[src/rtl/note_sequencer_pkg.sv]
// Shared types, pitch table and clamp helpers for the note sequencer.
package note_sequencer_pkg;

  typedef enum logic [1:0] {StIdle, StFetch, StLookup, StPlay} seq_state_t;

  localparam int unsigned RestBit     = 7;
  localparam logic [31:0] MinTempoDiv = 32'd4;
  localparam int unsigned TableWidth  = 18;

  // Top octave (MIDI 120..131) as fccw at 100 MHz with a 2^30 phase accumulator.
  localparam logic [TableWidth-1:0] PitchTable [12] = '{
    18'd89894,  18'd95239,  18'd100902, 18'd106902,
    18'd113259, 18'd119994, 18'd127129, 18'd134689,
    18'd142698, 18'd151185, 18'd160173, 18'd169697
  };

  function automatic logic [31:0] clamp_tempo(input logic [31:0] td);
    return (td < MinTempoDiv) ? MinTempoDiv : td;
  endfunction

  // Gate never reaches the next step's rise, leaving at least one low cycle.
  function automatic logic [31:0] clamp_gate(input logic [31:0] gl, input logic [31:0] td);
    return (gl > td - 32'd1) ? td - 32'd1 : gl;
  endfunction

endpackage

[src/rtl/note_sequencer_pitch_lut.sv]
// MIDI note to oscillator fccw; one-cycle registered lookup.
module note_sequencer_pitch_lut
  import note_sequencer_pkg::*;
#(
  parameter int unsigned PhaseAccWidth = 30
) (
  input  logic                     clk,
  input  logic                     reset,
  input  logic                     en,
  input  logic [6:0]               note,
  output logic [PhaseAccWidth-1:0] fccw
);

  logic [3:0]               oct;
  logic [3:0]               semi;
  logic [6:0]               base;
  logic [PhaseAccWidth-1:0] fccw_d;
  logic [PhaseAccWidth-1:0] fccw_q;

  // Divide by 12 as a compare chain against octave boundaries.
  always_comb begin
    oct  = '0;
    base = '0;
    for (int k = 1; k <= 10; k++) begin
      if (note >= 7'(12 * k)) begin
        oct  = 4'(k);
        base = 7'(12 * k);
      end
    end
    semi = 4'(note - base);
  end

  assign fccw_d = PhaseAccWidth'(PitchTable[semi]) >> (4'd10 - oct);

  always_ff @(posedge clk) begin
    if (reset) begin
      fccw_q <= '0;
    end else if (en) begin
      fccw_q <= fccw_d;
    end
  end

  assign fccw = fccw_q;

endmodule

[src/rtl/note_sequencer.sv]
// Step sequencer: plays a host-written 16-step note pattern at a programmable tempo.
module note_sequencer
  import note_sequencer_pkg::*;
#(
  parameter int unsigned PhaseAccWidth = 30,
  parameter int unsigned Steps         = 16,
  localparam int unsigned AddrW        = $clog2(Steps)
) (
  input  logic                     clk,
  input  logic                     reset,
  input  logic                     run,
  input  logic [31:0]              tempo_div,
  input  logic [31:0]              gate_len,
  input  logic [4:0]               num_steps,
  input  logic                     wr_en,
  input  logic [AddrW-1:0]         wr_addr,
  input  logic [7:0]               wr_data,
  output logic [PhaseAccWidth-1:0] fccw,
  output logic                     start,
  output logic                     gate,
  output logic [AddrW-1:0]         step_idx,
  output logic                     busy
);

  localparam int unsigned NsW = AddrW + 1;

  seq_state_t       state_q, state_d;
  logic [31:0]      cnt_q, cnt_d;
  logic [AddrW-1:0] step_q, step_d, step_next;
  logic [31:0]      td_q, gl_q;
  logic [NsW-1:0]   ns_q, ns_clamped;
  logic [7:0]       mem_q [Steps];
  logic [7:0]       rd_data_q;
  logic             start_q, start_d;
  logic             gate_q, gate_d;
  logic [31:0]      gate_left_q, gate_left_d;

  always_comb begin
    if (num_steps == 5'd0) begin
      ns_clamped = NsW'(1);
    end else if (num_steps > 5'(Steps)) begin
      ns_clamped = NsW'(Steps);
    end else begin
      ns_clamped = NsW'(num_steps);
    end
  end

  assign step_next = ({1'b0, step_q} + NsW'(1) == ns_q) ? '0 : step_q + 1'b1;

  always_ff @(posedge clk) begin
    if (reset) begin
      state_q <= StIdle;
      cnt_q   <= '0;
      step_q  <= '0;
    end else begin
      state_q <= state_d;
      cnt_q   <= cnt_d;
      step_q  <= step_d;
    end
  end

  always_comb begin
    state_d = state_q;
    cnt_d   = cnt_q;
    step_d  = step_q;
    if (!run) begin
      state_d = StIdle;
      cnt_d   = '0;
      step_d  = '0;
    end else begin
      case (state_q)
        StIdle: begin
          state_d = StFetch;
          cnt_d   = '0;
          step_d  = '0;
        end
        StFetch: begin
          state_d = StLookup;
          cnt_d   = 32'd1;
        end
        StLookup: begin
          state_d = StPlay;
          cnt_d   = 32'd2;
        end
        StPlay: begin
          if (cnt_q == td_q - 32'd1) begin
            state_d = StFetch;
            cnt_d   = '0;
            step_d  = step_next;
          end else begin
            cnt_d = cnt_q + 32'd1;
          end
        end
        default: state_d = StIdle;
      endcase
    end
  end

  // Gate rises together with the fccw update and then counts down its own length,
  // so it may run into the next step's fetch cycle.
  always_comb begin
    busy        = (state_q != StIdle);
    start_d     = 1'b0;
    gate_d      = gate_q;
    gate_left_d = gate_left_q;
    if (!run) begin
      gate_d      = 1'b0;
      gate_left_d = '0;
    end else if (state_q == StLookup && !rd_data_q[RestBit] && gl_q != '0) begin
      start_d     = 1'b1;
      gate_d      = 1'b1;
      gate_left_d = gl_q - 32'd1;
    end else if (gate_q) begin
      if (gate_left_q == '0) begin
        gate_d = 1'b0;
      end else begin
        gate_left_d = gate_left_q - 32'd1;
      end
    end
  end

  always_ff @(posedge clk) begin
    if (reset) begin
      start_q     <= 1'b0;
      gate_q      <= 1'b0;
      gate_left_q <= '0;
      td_q        <= MinTempoDiv;
      gl_q        <= '0;
      ns_q        <= NsW'(1);
      rd_data_q   <= '0;
    end else begin
      start_q     <= start_d;
      gate_q      <= gate_d;
      gate_left_q <= gate_left_d;
      if (state_q == StFetch) begin
        td_q      <= clamp_tempo(tempo_div);
        gl_q      <= clamp_gate(gate_len, clamp_tempo(tempo_div));
        ns_q      <= ns_clamped;
        rd_data_q <= mem_q[step_q];
      end
    end
  end

  // Pattern RAM is deliberately not reset; a same-cycle write is seen on the next read.
  always_ff @(posedge clk) begin
    if (wr_en) begin
      mem_q[wr_addr] <= wr_data;
    end
  end

  note_sequencer_pitch_lut #(
    .PhaseAccWidth(PhaseAccWidth)
  ) u_pitch_lut (
    .clk  (clk),
    .reset(reset),
    .en   (state_q == StLookup),
    .note (rd_data_q[6:0]),
    .fccw (fccw)
  );

  assign start    = start_q;
  assign gate     = gate_q;
  assign step_idx = step_q;

endmodule
[config.mk]
export PLATFORM = sky130hd
export DESIGN_NAME = note_sequencer
export DESIGN_NICKNAME = d
export VERILOG_FILES = /design/src/rtl/note_sequencer_pkg.sv /design/src/rtl/note_sequencer_pitch_lut.sv /design/src/rtl/note_sequencer.sv
export SDC_FILE = /design/constraint.sdc
export NUM_CORES = 1
export LEC_CHECK = 0
export ABC_AREA = 0
export BUFFER_PORTS_ARGS = -buffer_cell sky130_fd_sc_hd__buf_2
export CORE_MARGIN = 2
export CORE_UTILIZATION = 55
export DETAILED_ROUTE_END_ITERATION = 8
export GPL_ROUTABILITY_DRIVEN = 1
export PLACE_DENSITY = 0.88
export REMOVE_ABC_BUFFERS = 1
export SETUP_SLACK_MARGIN = 0.4
export SYNTH_ARGS = -nofsm -noshare
export SYNTH_HDL_FRONTEND = slang
export SYNTH_SLANG_ARGS = --single-unit
[constraint.sdc]
create_clock -name clk -period 6.9 [get_ports clk]
set_input_delay 1.38 -clock clk [delete_from_list [all_inputs] [get_ports clk]]
set_output_delay 1.38 -clock clk [all_outputs]
set_load 0.005 [all_outputs]
==> impl_results.rst, run 1 <==
.. list-table::
   :header-rows: 1

   * - Metric
     - Value
   * - Clock period minus worst slack
     - 6.22 ns
   * - Fraction of power consumed by combinational cells
     - 17.0%
   * - DRC violation total after the first TritonRoute iteration
     - 1666
   * - Count of buffers from port buffering
     - 109
   * - Worst supply voltage drop on vdd
     - 0.195 mV
   * - Overall routing resource usage
     - 28.7%
   * - CTS tree
     - yes
   * - Crit path max fanout
     - 27
   * - Synth top cells by count
     - nor2_1 (214), dfxtp_1 (167), edfxtp_1 (128)
   * - Synthesized cell area
     - 17000 um2
   * - Hold crit path type
     - reg -> reg
   * - Wirelength, routed
     - 47600 um
   * - CP max stage cell
     - or4_1
   * - First-pass DRT Iterations
     - 8
   * - Leakage power figure
     - 6.95 nW
   * - Critical-path cell list
     - buf_2 > or4_1 > or3_1 > or3_1 > or4b_4 > nand2_1 > ha_1 > and3_1 > nand3_1 > nor3_1 > xnor2_1 > ha_1 > nand4_1 > nor3_2 > nand2_1 > or3_1 > nor4_2 > o31ai_1 > a22o_2 > buf_12 > and3_1 > a311o_1
   * - Final core area utilization
     - 62.5%
   * - Violations in the final reports
     - DRC
   * - Ranking of synthesized cells by area
     - edfxtp_1 (23%), dfxtp_1 (20%), mux4_2 (5.4%), xnor2_1 (4.9%), nor2_1 (4.7%)
   * - Maximum clock frequency
     - 0.161 GHz
   * - Share of the synthesized area in the top cell type
     - 22.7%
   * - Unrepaired setup endpoints after global routing
     - false
   * - Placement-stage cell area
     - 17900 um2
   * - Final count of pins violating max slew
     - 0
   * - Setup Fix Bufs, Post-CTS
     - 0
   * - Row count
     - 64
   * - Via count of the first global-routing pass
     - 14100
   * - Clock Root Buffer
     - clkbuf_16
   * - Final worst-path cycle share
     - 90.1%
   * - Worst slew margin
     - 13.6%
   * - Synth area leader
     - edfxtp_1
   * - Data required, critical path
     - 7.30 ns
   * - Overall die width
     - 180 um
   * - Overflow left after global routing
     - 0
   * - Initial antenna violation count
     - 3
   * - Crit Reg-Reg Startpoint
     - rd_data_q[4]
   * - Area added between synthesis and finish
     - 12.3%
   * - Layout Cells excl Fill
     - 2233
   * - Clock Path Buffers
     - 3
   * - Run status
     - complete, but fails checks
   * - Number of cells in the design after placement
     - 2169
   * - Worst path arrival time
     - 6.61 ns
   * - Tot Pwr
     - 0.00448 W
   * - Crit Path Class
     - in -> reg
   * - Post-synthesis sequential area ratio
     - 42.4%
   * - Critical Path Source
     - tempo_div[26]
   * - Ratio of cells with drive above 1 in the final layout
     - 15.2%
   * - Hold path startpoint
     - u_pitch_lut.fccw[13]
   * - Source-to-sink clock delay at the later pin of the worst-skew pair
     - 0.52 ns
   * - Final count of negative-setup-slack endpoints
     - 0
   * - Internal power contribution
     - 0.00323 W
   * - Final nets
     - 1944
   * - Dominant cell by count in the synthesized netlist
     - nor2_1
   * - Final non-filler cell area
     - 19100 um2
   * - Setup crit end kind
     - flip-flop
   * - Proportion of power drawn by flip-flops and latches
     - 43.0%
   * - HPWL after detailed placement
     - 33800 um
   * - Full die area
     - 32300 um2
   * - Type of origin of the critical path
     - primary input
   * - Max-cap violations
     - 0
   * - Number of hold violations in the final report
     - 0
   * - Vias after detailed routing
     - 14700
   * - Initial Util
     - 55.6%
   * - Global-route wire length before repair
     - 75400 um
   * - Post-route setup TNS
     - 0 ns
   * - Switching power as a share of total power
     - 28.0%
   * - Final Skew
     - 0.0123 ns
   * - Avg Synthesized Cell Area
     - 9.85 um2
   * - Transition at the pin with the smallest max-transition slack
     - 1.29 ns
   * - Vertical die dimension
     - 180 um
   * - Flip-flop cell with the highest count after synthesis
     - dfxtp_1
   * - CTS buffer count
     - 34
   * - Maximum number of pins on one net before global-route repair
     - 68
   * - Placer congestion estimate
     - 0.984
   * - CTS Sinks
     - 295
   * - Number of remaining DRC errors
     - 1
   * - Synth cell types
     - 85
   * - Average wire per cell in the routed design
     - 21.3 um
   * - I/O pins
     - 122
   * - Number of enable flip-flop cells after synthesis
     - 128
   * - Via-per-instance ratio
     - 6.59
   * - Cell area power density
     - 235 nW/um2
   * - Net load switching power
     - 0.00126 W
   * - Total number of H-tree levels
     - 2
   * - Core Box Area
     - 30500 um2
   * - Delay of the slowest cell on the worst path
     - 0.56 ns
   * - Most used cell, CP
     - or3_1
   * - Clock slew at the register clock pins of the worst setup and hold paths
     - 0.06 ns
   * - Number of synthesized register bits
     - 295
   * - Share of total power in the clock network
     - 40.0%
   * - Detail Route Antenna Nets
     - 0
   * - Fraction of registers with async set/reset
     - 0%
   * - Count of yosys warnings during synthesis
     - 0
   * - Count of mapped cells out of synthesis
     - 1723
## area by class of cell
cell class / instances / area (um2)
well taps: 396 / 495
clock inverters: 13 / 126
flip-flops and latches: 295 / 7190
inverters: 28 / 105
repair buffers: 149 / 871
diodes: 4 / 10.0
clock buffers: 47 / 983
multi-input cells: 1301 / 9280
fillers: 2353 / 11400
## layer usage
layer	track usage (%)	routed length, um	up-vias
li1	-	-	6631
met1	38.2	19300	7078
met2	47.0	22100	849
met3	4.58	4220	153
met4	11.4	2040	0
met5	0	0	-
## final timing paths
| check | to | slack [ns] | cells past startpoint |
|---|---|---|---|
| setup / recovery | gl_q[26] | 0.68 | 22 |
| hold / removal | u_pitch_lut.fccw[13] | 0.47 | 2 |
| setup reg to reg | u_pitch_lut.fccw[6] | 2.06 | 13 |
| hold reg to reg | u_pitch_lut.fccw[13] | 0.47 | 2 |
## state kept, by name, summed over array words and instances (netlist names), 5 cells and up
register	cells
gate_left_q	32
u_pitch_lut.fccw	18
cnt_q	32
rd_data_q	8
mem_q	128
ns_q	5
td_q	32
gl_q	32
## metrics by stage
stage / worst slack, ns / hold slack (ns)
finish: 0.685 / 0.468
global route: 0.396 / 0.507
CTS: 0.490 / 0.465
detailed placement: -0.0439 / 0.456
global placement: 0.0815 / 0.448
floorplan: -0.103 / 0.451
## logic make-up (layout without fill, tap and decap cells)
family / after synthesis / after routing / synth area share [%]
muxes: 106 / 106 / 9.32
and+or+nand+nor: 677 / 677 / 20.3
buffers and inverters: 138 / 237 / 3.42
AOI/OAI and AO/OA: 300 / 300 / 12.8
DFF: 295 / 295 / 42.4
xor gates and xnor gates: 156 / 156 / 8.14
other: 1 / 16 / 0.0221
adders and majority gates: 50 / 50 / 3.69
## power by group through the flow
stage          registers (W)  logic [W]  clock network [W]
2_1_floorplan        0.00194   0.000508                  0
3_3_place_gp         0.00196   0.000714                  0
3_5_place_dp         0.00196   0.000730                  0
4_1_cts              0.00192   0.000738            0.00182
5_1_grt              0.00193   0.000822            0.00189
6_report             0.00193   0.000761            0.00179
## layout by cell type (no fill, tap or decap), drive strengths merged, types with 41 or more instances in the layout
cell,n
nor2,214
dfxtp,167
buf,149
edfxtp,128
nand2,96
xnor2,94
nor3,93
mux2i,62
xor2,61
nand3,59
a21oi,51
ha,50
clkbuf,47
nor4,42
and3,41
mux4,41
## repair_timing
item	4_1_cts	5_1_grt
hold endpoints to repair	0	0
hold buffers	0	0
setup endpoints to repair	0	31
resized for setup	0	4
## critical path, delay by kind of cell
kind                       cells  cell delay (ns)
and+or+nand+nor               14             3.60
buffers and inverters          2             0.30
adders and majority gates      2             0.46
AOI/OAI and AO/OA              3             0.75
xor gates and xnor gates       1             0.12
No activity file was read; power rests on OpenSTA's default activity.
==> run 2: changes to the inputs <==
Settings changed: CELL_PAD_IN_SITES_DETAIL_PLACEMENT set to 0, CELL_PAD_IN_SITES_GLOBAL_PLACEMENT set to 2, CORE_UTILIZATION 55 to 36, GPL_ROUTABILITY_DRIVEN 1 to not set, PLACE_DENSITY 0.88 to not set, PLACE_DENSITY_LB_ADDON set to 0.1.
==> impl_results.rst, run 2 (synthesis gave the netlist of run 1 again) <==
.. list-table::
   :header-rows: 1

   * - Metric
     - Value
   * - Gate family responsible for the most delay along the worst path
     - simple AND/OR/NAND/NOR gates
   * - Setup crit end kind
     - flip-flop
   * - Number of cells in the design after placement
     - 2383
   * - Leakage power figure
     - 7.04 nW
   * - Placement-stage cell area
     - 18200 um2
   * - Average wire per cell in the routed design
     - 21.9 um
   * - Total number of H-tree levels
     - 2
   * - Overall die width
     - 221 um
   * - Fraction of power consumed by combinational cells
     - 16.8%
   * - CTS tree
     - yes
   * - Count of buffer and inverter cells on the critical path
     - 4
   * - Number of flip-flops under the largest register name
     - 128
   * - Final count of negative-setup-slack endpoints
     - 0
   * - Most common library cell in the layout ignoring fill and taps
     - nor2_1
   * - Final count of pins violating max slew
     - 0
   * - DRC violation total after the first TritonRoute iteration
     - 1046
   * - Full die area
     - 48900 um2
   * - Unrepaired setup endpoints after global routing
     - false
   * - Clock Root Buffer
     - clkbuf_16
   * - CTS buffer count
     - 36
   * - Source-to-sink clock delay at the later pin of the worst-skew pair
     - 0.57 ns
   * - Vertical die dimension
     - 221 um
   * - First-pass DRT Iterations
     - 5
   * - Crit path max fanout
     - 44
   * - Detail Route Antenna Nets
     - 0
   * - Max-cap violations
     - 0
   * - Cts hold-fix bufs
     - 0
   * - Core Box Area
     - 46600 um2
   * - Global-route wire length before repair
     - 82800 um
   * - Area added between synthesis and finish
     - 14.9%
   * - Maximum clock frequency
     - 0.159 GHz
   * - Layout Cells excl Fill
     - 2450
   * - Type of origin of the critical path
     - primary input
   * - Data required, critical path
     - 7.35 ns
   * - Delay of the slowest cell on the worst path
     - 0.56 ns
   * - Worst path arrival time
     - 6.75 ns
   * - Critical-path cell list
     - buf_2 > or4_4 > or3_4 > or3_1 > or4b_4 > nand2_1 > ha_1 > and3_1 > nand3_1 > buf_4 > xor2_1 > ha_1 > nand4_1 > nor3_2 > nand2_1 > or3_4 > buf_4 > o221ai_1 > o31ai_1 > a22o_2 > buf_12 > and3_1 > a311o_1
   * - Internal power contribution
     - 0.00331 W
   * - Clock slew at the register clock pins of the worst setup and hold paths
     - 0.05 ns
   * - Switching power as a share of total power
     - 29.2%
   * - HPWL after detailed placement
     - 40000 um
   * - Overflow left after global routing
     - 0
   * - Cell area power density
     - 240 nW/um2
   * - Clock period minus worst slack
     - 6.30 ns
   * - Net load switching power
     - 0.00136 W
   * - Initial Util
     - 36.4%
   * - Number of remaining DRC errors
     - 0
   * - Placer congestion estimate
     - 0.833
   * - Proportion of power drawn by flip-flops and latches
     - 41.2%
   * - Register containing the most flip-flops in the final layout
     - mem_q
   * - Via count of the first global-routing pass
     - 13600
   * - Overall routing resource usage
     - 21.7%
   * - Fill cell count
     - 4633
   * - Crit Path Class
     - in -> reg
   * - Share of total power in the clock network
     - 42.1%
   * - Count of buffers from port buffering
     - 109
   * - Final worst-path cycle share
     - 91.3%
   * - Via-per-instance ratio
     - 5.67
   * - Maximum number of pins on one net before global-route repair
     - 52
   * - Transition at the pin with the smallest max-transition slack
     - 1.20 ns
   * - Hold crit path type
     - reg -> reg
   * - Clock Path Buffers
     - 3
   * - Run status
     - finished clean
   * - CP max stage cell
     - or4_4
   * - Number of hold violations in the final report
     - 0
   * - Final non-filler cell area
     - 19500 um2
   * - Ratio of cells with drive above 1 in the final layout
     - 16.0%
   * - Final Skew
     - 0.0345 ns
   * - Row count
     - 79
   * - Initial antenna violation count
     - 2
   * - Wirelength, routed
     - 53700 um
   * - Worst slew margin
     - 20.1%
   * - Top library cells by usage in the layout, fill and taps aside
     - nor2_1 (213), dfxtp_1 (166), edfxtp_1 (128)
   * - Vias after detailed routing
     - 13900
   * - CTS Sinks
     - 295
   * - Worst supply voltage drop on vdd
     - 0.204 mV
   * - I/O pins
     - 122
   * - Final nets
     - 1950
## run 2: cell count changes in the layout (fill, tap and decap cells not counted), sizes merged
cell / change
clkinv: +10
clkbuf: -5
buf: +4
clkinvlp: -4
diode: -3
bufinv: +2
inv: +2
## run 2: worst register-to-register path, delay by kind of cell, from the launching register on
family	cells	cell delay [ns]
compound gates	9	3.01
fa+ha+maj	1	0.41
buf+inv	3	0.75
flops	1	0.53
simple gates	3	0.65
## run 2: area by class of cell
class,instances,area [um2],share of cell area [%]
sequential,295,7190,36.9
antenna,1,2.50,0.0128
clock inverter,23,274,1.41
inverter,28,105,0.539
timing repair buffer,153,901,4.62
multi-input combinational,1301,9310,47.8
tap,607,759,3.90
clock buffer,42,953,4.89
## run 2: routing by layer
layer | global-route usage (%) | share of wire, % | up-vias
li1 | - | - | 6687
met1 | 30.5 | 47 | 6766
met2 | 34.4 | 46 | 368
met3 | 3.64 | 5.9 | 62
met4 | 5.69 | 1.9 | 0
met5 | 0 | 0 | -
## run 2: power groups by stage
| stage | Combinational [W] | Clock, W | Sequential (W) |
|---|---|---|---|
| detailed placement | 0.000774 | 0 | 0.00196 |
| global route | 0.000867 | 0.00209 | 0.00193 |
| CTS | 0.000777 | 0.00202 | 0.00192 |
| finish | 0.000784 | 0.00197 | 0.00192 |
| global placement | 0.000774 | 0 | 0.00196 |
| floorplan | 0.000508 | 0 | 0.00194 |
## run 2: worst paths after layout
| path | from | to | cells past startpoint | slack (ns) |
|---|---|---|---|---|
| hold / removal | u_pitch_lut.fccw[12] | u_pitch_lut.fccw[12] | 2 | 0.46 |
| setup / recovery | tempo_div[26] | gl_q[12] | 23 | 0.60 |
| setup reg to reg | rd_data_q[5] | u_pitch_lut.fccw[5] | 16 | 1.40 |
| hold reg to reg | u_pitch_lut.fccw[12] | u_pitch_lut.fccw[12] | 2 | 0.46 |
## run 2: through the flow
step                      hold WS [ns]  utilization, %  setup TNS, ns  setup WS (ns)  power [W]
after floorplan                  0.451               -          -2.79         -0.103    0.00245
after global placement           0.453            39.1        -0.0211       -0.00418    0.00273
after detailed placement         0.457            39.1          -3.28         -0.140    0.00274
after CTS                        0.466            41.8              0          0.465    0.00472
after global routing             0.486            41.9              0          0.392    0.00489
final                            0.461            41.9              0          0.598    0.00468
## run 2: timing repair
item / in CTS / in global routing
gates resized for setup: 0 / 8
buffers inserted: 0 / 1
endpoints found under the setup margin: 0 / 31
hold endpoints to repair: 0 / 0
